File: src/rtl/pipe_stall_ctrl_if.sv
// pipe_stall_ctrl_if: bundle between the pipeline datapath and the stall controller.
// Signals:
//   requests  : if_stall_req, mem_stall_req, exc_flush
//   hazard    : id_rs, id_rt, id_rs_re, id_rt_re, exe_wd, exe_wreg, exe_is_load
//   divider   : exe_div_op, div_ready (in); div_start, div_cancel, div_busy, div_cycles (out)
//   controls  : stall[5:0], bubble[5:0] ([0]PC [1]IF/ID [2]ID/EXE [3]EXE/MEM [4]MEM/WB [5]WB)
//   perf      : stall_cycles, flush_count
// Modports: master = pipeline side, slave = controller side.
interface pipe_stall_ctrl_if #(parameter int DIV_CNT_W = 6);
    logic                 if_stall_req;
    logic                 mem_stall_req;
    logic                 exc_flush;
    logic [4:0]           id_rs;
    logic [4:0]           id_rt;
    logic                 id_rs_re;
    logic                 id_rt_re;
    logic [4:0]           exe_wd;
    logic                 exe_wreg;
    logic                 exe_is_load;
    logic                 exe_div_op;
    logic                 div_ready;
    logic [5:0]           stall;
    logic [5:0]           bubble;
    logic                 div_start;
    logic                 div_cancel;
    logic                 div_busy;
    logic [DIV_CNT_W-1:0] div_cycles;
    logic [31:0]          stall_cycles;
    logic [31:0]          flush_count;

    modport master (
        output if_stall_req, mem_stall_req, exc_flush, id_rs, id_rt, id_rs_re, id_rt_re,
               exe_wd, exe_wreg, exe_is_load, exe_div_op, div_ready,
        input  stall, bubble, div_start, div_cancel, div_busy, div_cycles,
               stall_cycles, flush_count
    );

    modport slave (
        input  if_stall_req, mem_stall_req, exc_flush, id_rs, id_rt, id_rs_re, id_rt_re,
               exe_wd, exe_wreg, exe_is_load, exe_div_op, div_ready,
        output stall, bubble, div_start, div_cancel, div_busy, div_cycles,
               stall_cycles, flush_count
    );
endinterface

File: src/rtl/pipe_stall_ctrl.sv
// pipe_stall_ctrl: central stall/bubble controller and divider sequencer for the 5-stage pipeline.
// Ports:
//   clk : clock
//   rst : synchronous reset, active-low; all outputs read 0 while asserted
//   bus : pipe_stall_ctrl_if.slave (stall requests, hazard info, divider handshake,
//         per-stage stall/bubble controls, perf counters)
// Optional: define PIPE_PERF_EN to build the stall_cycles / flush_count counters;
//           otherwise both read 0 and no counter flops exist.
module pipe_stall_ctrl #(
    parameter int DIV_CNT_W = 6
) (
    input  logic              clk,
    input  logic              rst,
    pipe_stall_ctrl_if.slave  bus
);
    typedef enum logic [1:0] {IDLE, RUN, DONE} state_t;

    state_t               state, state_nx;
    logic [DIV_CNT_W-1:0] cnt, cnt_nx;
    logic                 start, cancel, load_use, div_stall;
    logic [5:0]           stall_c, bubble_c;

    assign load_use = bus.exe_is_load && bus.exe_wreg && bus.exe_wd != 5'd0 &&
                      ((bus.id_rs_re && bus.id_rs == bus.exe_wd) ||
                       (bus.id_rt_re && bus.id_rt == bus.exe_wd));

    // A divide in RUN releases its stall in the same cycle div_ready arrives,
    // so EXE/MEM captures the result on that edge.
    assign div_stall = (state == IDLE && bus.exe_div_op) || (state == RUN && !bus.div_ready);

    assign {stall_c, bubble_c} =
        bus.exc_flush     ? {6'b000000, 6'b011110} :
        bus.mem_stall_req ? {6'b011111, 6'b100000} :
        div_stall         ? {6'b001111, 6'b010000} :
        load_use          ? {6'b000111, 6'b001000} :
        bus.if_stall_req  ? {6'b000011, 6'b000100} :
                            {6'b000000, 6'b000000};

    always_ff @(posedge clk) begin
        if (!rst) begin
            state <= IDLE;
            cnt   <= '0;
        end else begin
            state <= state_nx;
            cnt   <= cnt_nx;
        end
    end

    // div_cycles counts RUN cycles only; the exit cycle does not add one,
    // so a result on the Nth RUN cycle leaves div_cycles == N.
    always_comb begin
        state_nx = state;
        cnt_nx   = cnt;
        start    = 1'b0;
        cancel   = 1'b0;
        case (state)
            IDLE: begin
                if (bus.exe_div_op && !bus.exc_flush && !bus.mem_stall_req) begin
                    start    = 1'b1;
                    cnt_nx   = DIV_CNT_W'(1);
                    state_nx = RUN;
                end
            end
            RUN: begin
                if (bus.exc_flush) begin
                    cancel   = 1'b1;
                    state_nx = IDLE;
                end else if (bus.div_ready) begin
                    state_nx = DONE;
                end else begin
                    cnt_nx = &cnt ? cnt : cnt + DIV_CNT_W'(1);
                end
            end
            DONE: state_nx = (bus.mem_stall_req && !bus.exc_flush) ? DONE : IDLE;
            default: state_nx = IDLE;
        endcase
    end

    assign bus.stall      = rst ? stall_c : 6'b0;
    assign bus.bubble     = rst ? bubble_c : 6'b0;
    assign bus.div_start  = rst && start;
    assign bus.div_cancel = rst && cancel;
    assign bus.div_busy   = rst && state != IDLE;
    assign bus.div_cycles = rst ? cnt : '0;

`ifdef PIPE_PERF_EN
    logic [31:0] stall_cnt, flush_cnt;

    always_ff @(posedge clk) begin
        if (!rst) begin
            stall_cnt <= '0;
            flush_cnt <= '0;
        end else begin
            stall_cnt <= stall_cnt + {31'b0, stall_c[0]};
            flush_cnt <= flush_cnt + {31'b0, bus.exc_flush};
        end
    end

    assign bus.stall_cycles = rst ? stall_cnt : 32'b0;
    assign bus.flush_count  = rst ? flush_cnt : 32'b0;
`else
    assign bus.stall_cycles = 32'b0;
    assign bus.flush_count  = 32'b0;
`endif
endmodule

File: src/flat_wrapper.sv
// flat-port wrapper written by rule: the top's interface ports become plain ports
module pipe_stall_ctrl_flat 
#(
    parameter int DIV_CNT_W = 6
)
  (clk, rst, bus_if_stall_req, bus_mem_stall_req, bus_exc_flush, bus_id_rs, bus_id_rt, bus_id_rs_re, bus_id_rt_re, bus_exe_wd, bus_exe_wreg, bus_exe_is_load, bus_exe_div_op, bus_div_ready, bus_stall, bus_bubble, bus_div_start, bus_div_cancel, bus_div_busy, bus_div_cycles, bus_stall_cycles, bus_flush_count);
  pipe_stall_ctrl_if #(.DIV_CNT_W(DIV_CNT_W)) bus_i ();
  input  logic clk;
  input  logic rst;
  input wire logic [$bits(bus_i.if_stall_req)-1:0] bus_if_stall_req;
  input wire logic [$bits(bus_i.mem_stall_req)-1:0] bus_mem_stall_req;
  input wire logic [$bits(bus_i.exc_flush)-1:0] bus_exc_flush;
  input wire logic [$bits(bus_i.id_rs)-1:0] bus_id_rs;
  input wire logic [$bits(bus_i.id_rt)-1:0] bus_id_rt;
  input wire logic [$bits(bus_i.id_rs_re)-1:0] bus_id_rs_re;
  input wire logic [$bits(bus_i.id_rt_re)-1:0] bus_id_rt_re;
  input wire logic [$bits(bus_i.exe_wd)-1:0] bus_exe_wd;
  input wire logic [$bits(bus_i.exe_wreg)-1:0] bus_exe_wreg;
  input wire logic [$bits(bus_i.exe_is_load)-1:0] bus_exe_is_load;
  input wire logic [$bits(bus_i.exe_div_op)-1:0] bus_exe_div_op;
  input wire logic [$bits(bus_i.div_ready)-1:0] bus_div_ready;
  output wire logic [$bits(bus_i.stall)-1:0] bus_stall;
  output wire logic [$bits(bus_i.bubble)-1:0] bus_bubble;
  output wire logic [$bits(bus_i.div_start)-1:0] bus_div_start;
  output wire logic [$bits(bus_i.div_cancel)-1:0] bus_div_cancel;
  output wire logic [$bits(bus_i.div_busy)-1:0] bus_div_busy;
  output wire logic [$bits(bus_i.div_cycles)-1:0] bus_div_cycles;
  output wire logic [$bits(bus_i.stall_cycles)-1:0] bus_stall_cycles;
  output wire logic [$bits(bus_i.flush_count)-1:0] bus_flush_count;
  assign bus_i.if_stall_req = bus_if_stall_req;
  assign bus_i.mem_stall_req = bus_mem_stall_req;
  assign bus_i.exc_flush = bus_exc_flush;
  assign bus_i.id_rs = bus_id_rs;
  assign bus_i.id_rt = bus_id_rt;
  assign bus_i.id_rs_re = bus_id_rs_re;
  assign bus_i.id_rt_re = bus_id_rt_re;
  assign bus_i.exe_wd = bus_exe_wd;
  assign bus_i.exe_wreg = bus_exe_wreg;
  assign bus_i.exe_is_load = bus_exe_is_load;
  assign bus_i.exe_div_op = bus_exe_div_op;
  assign bus_i.div_ready = bus_div_ready;
  assign bus_stall = bus_i.stall;
  assign bus_bubble = bus_i.bubble;
  assign bus_div_start = bus_i.div_start;
  assign bus_div_cancel = bus_i.div_cancel;
  assign bus_div_busy = bus_i.div_busy;
  assign bus_div_cycles = bus_i.div_cycles;
  assign bus_stall_cycles = bus_i.stall_cycles;
  assign bus_flush_count = bus_i.flush_count;
  pipe_stall_ctrl #(.DIV_CNT_W(DIV_CNT_W)) u_core (.clk(clk), .rst(rst), .bus(bus_i));
endmodule
File: config.mk
export PLATFORM = sky130hd
export DESIGN_NAME = pipe_stall_ctrl_flat
export DESIGN_NICKNAME = d
export VERILOG_FILES = /design/src/rtl/pipe_stall_ctrl_if.sv /design/src/rtl/pipe_stall_ctrl.sv /design/src/flat_wrapper.sv
export SDC_FILE = /design/constraint.sdc
export NUM_CORES = 1
export LEC_CHECK = 0
export ABC_AREA = 1
export CAP_MARGIN = 10
export CORE_AREA = 2 2 50 88
export CTS_CLUSTER_SIZE = 24
export DETAILED_ROUTE_END_ITERATION = 8
export DIE_AREA = 0 0 52 90
export PLACE_DENSITY = 0.94
export REMOVE_ABC_BUFFERS = 1
export SLEW_MARGIN = 0
export SYNTH_ARGS = -nofsm -noshare
export SYNTH_HDL_FRONTEND = slang
export SYNTH_SLANG_ARGS = --single-unit
File: constraint.sdc
create_clock -name clk -period 3.49 [get_ports clk]
set_clock_uncertainty 0.15 [all_clocks]
set_input_delay 0.698 -clock clk [delete_from_list [all_inputs] [get_ports clk]]
set_output_delay 0.698 -clock clk [all_outputs]
set_load 0.005 [all_outputs]
# [Yosys cells after proc, flatten, opt, wreduce, memory -nomap -nowiden]
# Index checks and enable logic that the tools add are counted.
[op_classes] addsub=1 n_eq_ne=9 muxes=22 n_reduce_logical=25
[op_table] op="2-to-1 mux 12 bit" count=4
[op_table] op="2-to-1 mux 6 bit" count=7
[op_table] op="logical AND 1 bit" count=13
[op_table] op="one-hot mux 6 bit (2 select lines)" count=1
[op_table] op="equality test 5 bit" count=2
[op_table] op="2-to-1 mux 2 bit" count=4
[op_table] op="2-to-1 mux 8 bit" count=1
[op_table] op="!= test 2 bit (second input constant)" count=4
[op_table] op="adder 6 x 1 -> 6 bit (second input constant)" count=1
[op_table] op="one-hot mux 2 bit (3 select lines)" count=1
[op_table] op="AND reduction 6 bit" count=1
[op_table] op="AND reduction 5 bit" count=1
[op_table] op="nonzero test 5 bit" count=1
[op_table] op="2-to-1 mux 1 bit" count=4
[op_table] op="nonzero test 2 bit" count=2
[op_table] op="zero test 1 bit" count=3
[op_table] op="!= test 3 bit (second input constant)" count=1
[op_table] op="equality test 2 x 1 -> 1 bit (second input constant)" count=1
[op_table] op="equality test 2 bit (second input constant)" count=1
[op_table] op="zero test 2 bit" count=1
[op_table] op="logical OR 1 bit" count=2
[op_table] op="AND reduction 2 bit" count=1
[totals] regBits=8 input_bits=26 wordCells=59

# [Longest topological paths before layout]
[logic_depth] ltp_word=9 ltp_mapped=11

# [Worst setup path before layout]
# Ideal clock, no wire load.
[synth_timing] path_kind="input to output" from="input bus_exe_wd[3]" to="output bus_stall[1]" arrival_time_ns=1.415 t_required_ns=2.642 slack_ns=1.227 cell_stages=11 path_buffers=1 cell_sequence="inv_1 > nand2_1 > nand2_1 > nor2_1 > nand3_1 > nand2_1 > nand2_1 > nand2_1 > nand2_1 > nand2_1 > buf_4"
[synth_via] elab_chain_cells=9 elab_cells_between_ends=13 classes_between="2 x eq/ne; 5 x mux; 6 x reduce/logical"
[synth_rtl] element="from (decl)" line="flat_wrapper.sv:17" text="input wire logic [$bits(bus_i.exe_wd)-1:0] bus_exe_wd;"
[synth_rtl] element="equality test 5 bit, on equally long branches" line="pipe_stall_ctrl.sv:24, pipe_stall_ctrl.sv:25"
[synth_rtl] element="logical AND 1 bit, on equally long branches" line="pipe_stall_ctrl.sv:24, pipe_stall_ctrl.sv:25"
[synth_rtl] element="logical OR 1 bit" line="pipe_stall_ctrl.sv:24" text="((bus.id_rs_re && bus.id_rs == bus.exe_wd) ||"
[synth_rtl] element="logical AND 1 bit *" line="pipe_stall_ctrl.sv:23" text="assign load_use = bus.exe_is_load && bus.exe_wreg && bus.exe_wd != 5'd0 &&"
[synth_rtl] element="2-to-1 mux 12 bit *" line="pipe_stall_ctrl.sv:35" text="load_use ? {6'b000111, 6'b001000} :"
[synth_rtl] element="2-to-1 mux 12 bit *" line="pipe_stall_ctrl.sv:34" text="div_stall ? {6'b001111, 6'b010000} :"
[synth_rtl] element="2-to-1 mux 12 bit *" line="pipe_stall_ctrl.sv:33" text="bus.mem_stall_req ? {6'b011111, 6'b100000} :"
[synth_rtl] element="2-to-1 mux 12 bit *" line="pipe_stall_ctrl.sv:32" text="bus.exc_flush ? {6'b000000, 6'b011110} :"
[synth_rtl] element="2-to-1 mux 6 bit *" line="pipe_stall_ctrl.sv:79" text="assign bus.stall = rst ? stall_c : 6'b0;"
[synth_rtl] element="to (decl)" line="flat_wrapper.sv:22" text="output wire logic [$bits(bus_i.stall)-1:0] bus_stall;"
# Every way passes the cells marked *; elsewhere a longest branch is shown, timed or not.

# [Worst setup path after layout]
[layout_timing] from="input bus_exe_wd[3]" to="output bus_stall[0]"
# Same word-level chain as after synthesis.

==> summary.txt <==
Critical path
  – Crit-path slowest cell: clkdlybuf4s50_1
  – Setup CP Type: in -> out
  – Crit-path leading delay family: buffers and inverters
  – RR Startpoint: u_core.cnt[0]$_SDFFE_PN0P_
  – CP dominant cell by count: nand2_1
  – Max incr delay on CP: 0.49 ns
  – CP cell instances: clkdlybuf4s50_1 > inv_1 > nand2_1 > nand2_1 > nor2_2 > nand3_1 > nand2_1 > nand2_1 > nand2_1 > nand2_1 > nand2_1 > clkdlybuf4s50_1
  – Worst EP arrival: between 2 and 3 ns
  – Critical path origin: bus_exe_wd[3]
  – Critical path endpoint category: output pin
  – Worst path bufs/invs: 3
  – Required @ worst endpoint: between 2 and 3 ns
  – Worst-path fanout max: 4
  – Startpoint Class: input pin

Die
  – Die X: about 52 um
  – Initial Util: a little over a third
  – Core Area: ~4000 um^2
  – FP Rows: 31
  – Chip Height: around 90 um
  – I/O pins: between 100 and 150
  – Die area: 4680 um^2

Power
  – Worst ir drop on vdd: about 0.22 mV
  – Pwr dens: 197 nW/um^2
  – Pleak: around 0.97 nW

Synthesis
  – Seq/Total Area, Yosys: between 10% and 20%
  – Post-synth top area cell: buf_4
  – Post-synthesis cell area: approximately 1400 um^2
  – #FFs+latches synth: 8
  – Ys Warns: 0
  – Cell count after synthesis: 234
  – Post-synth top area share: between 30 and 40%
  – Distinct cells, synth: 27
  – Mean Syn Cell Area: approximately 5.9 um^2
  – Top area cells in the synthesized netlist: buf_4, nand2_1, dfxtp_1, inv_1, nor2_1

Worst hold path
  – HP Start: u_core.cnt[2]$_SDFFE_PN0P_
  – Hold WC Path Type: reg -> reg

Job
  – Max Cap Viol: 0

Global route
  – Largest net degree at the start of global routing: 14
  – First-pass GRT wire length: 4950 um
  – Initial antenna violation count: 0
  – Grt total ovfl: 0
  – Total GRT Usage: between 10% and 20%
  – Vias in the first global route: ~1,200

Timing
  – Final setup fails: 0
  – Share of the clock period used by the worst path: between 90% and 100%
  – Final Hold Vio Count: 0
  – Minimum clock period: 3.37 ns
  – Setup TNS: 0 ns
  – Maximum clock rate: 297 MHz
  – RSZ-0062 raised after global routing: false
  – Max-slew violations: 0

Finish
  – Nets@finish: between 300 and 400
  – Fin cells: 327
  – Fraction of layout cells with a size suffix above 1: under 10%
  – Commonest non-fill, non-tap cell in the layout: conb_1
  – Area of the multi-input gates: about 810 um^2
  – Area growth syn-to-layout: 20.5%
  – Register area: 160 um^2
  – # diodes: 0
  – # fillers: approximately 410
  – Most frequent cells in the layout: conb_1, nand2_1, clkdlybuf4s50_1, inv_1, nor2_1

Placement
  – GPL Wtd Cong: around 0.83
  – Placed Cells: 324
  – PortBufs: 44
  – Post-DP HPWL: ~2800 um

Routing
  – Final ANT Viol Nets: 0
  – Avg WL per Cell: approximately 11 um
  – WL final: between 3000 and 4000 um
  – Final routed DRC violation total: 0
  – Drt first pass iters: 4
  – Via count: approximately 1,400
  – Number of vias per cell: just over 4
  – Initial drt markers: 32

Clock tree
  – Post-CTS setup buffers: 0
  – # H-tree levels: 1
  – Number of clock sinks seen by CTS: 8
  – CTS tree: done
  – Cts hold-fix bufs: 0
  – Num CTS Buffers: 3
  – Worst-Skew Late Latency: 0.23 ns
  – Worst-path clk slew: roughly 0.040 ns
  – Root Driver: clkbuf_8
  – CTS max path bufs: 2

Run status
  – Status: complete, no violations
## per-stage QoR
step / util [%] / power (W) / setup slack (ns) / hold WS, ns / cell area (um^2)
2_1_floorplan: - / 0.000151 / 1.32 / 0.321 / 1120
3_3_place_gp: 40.7 / 0.000211 / 0.158 / 0.339 / 1630
3_5_place_dp: 40.7 / 0.000214 / 0.111 / 0.346 / 1630
4_1_cts: 41.7 / 0.000328 / 0.106 / 0.356 / 1670
5_1_grt: 41.9 / 0.000350 / 0.00320 / 0.406 / 1670
6_report: 41.9 / 0.000329 / 0.119 / 0.363 / 1670
## cell families (layout without fill, tap and decap cells)
kind of cell    Yosys count  in the layout  synth area share (%)
buf+inv                 108             87                  47.8
fa+ha+maj                 1              1                 0.901
flops                     8              8                  11.5
xor+xnor                  1              1                 0.631
simple gates            101            101                  32.3
compound gates           14             14                  6.49
other cells               1             66                 0.270
## layer usage
layer  track usage, %  vias up  wire length, um
li1                 -      659                -
met1             11.0      573             1150
met2             28.1      112             1800
met3             1.83       10              390
met4             8.77        0              116
met5                0        -                0
## final cells by class
type	count	area share (%)
tap	49	3.66
timing repair buffer	45	26.9
clock buffer	3	2.47
sequential	8	9.57
multi-input combinational	183	48.5
inverter	39	8.90
## final timing paths
| check | cells after the start | slack [ns] | end |
|---|---|---|---|
| worst max register to register | 7 | 1.80 | u_core.cnt[3]$_SDFFE_PN0P_ |
| worst min register to register | 2 | 0.36 | u_core.cnt[2]$_SDFFE_PN0P_ |
| worst min-delay path | 2 | 0.36 | u_core.cnt[2]$_SDFFE_PN0P_ |
| worst max-delay path | 12 | 0.12 | bus_stall[0] |
## cell usage after synthesis
library cell	n
xor2_1	1
nand2_4	1
buf_2	1
nand3b_1	1
inv_1	37
nand3_1	6
nor2_1	18
o211ai_1	1
nor3_4	1
inv_4	1
nand2_2	2
inv_2	1
o21bai_2	1
o21ai_0	2
nand4_1	4
buf_4	68
nand2_1	63
nor2_8	1
a21oi_2	1
a21oi_1	4
o22ai_2	1
conb_1	1
o21ai_1	4
dfxtp_1	8
nor3_1	2
nor2_2	2
ha_1	1
## flip-flops by register name, summed over array words and instances, names as in the netlist
name	cells
u_core.cnt	6
u_core.state	2
## where the power goes
part	internal (W)	switching, W
Combinational	0.0000537	0.0000664
Sequential	0.0000930	0.00000182
Clock	0.0000750	0.0000396
Total	0.000222	0.000108
## what timing repair did
action / in CTS / in global routing
setup endpoints to repair: 0 / 2
gates resized for setup: 0 / 3
endpoints found under the hold margin: 0 / 0
## worst register-to-register path, stage by stage, from the launching register on
cell     delay, ns
dfxtp_1       0.44
ha_1          0.25
nand3_1       0.14
o21ai_1       0.14
nand2_1       0.10
nand2_4       0.13
nand2_1       0.10
a21oi_1       0.17
Note: power is estimated with default switching activity, not from simulation.
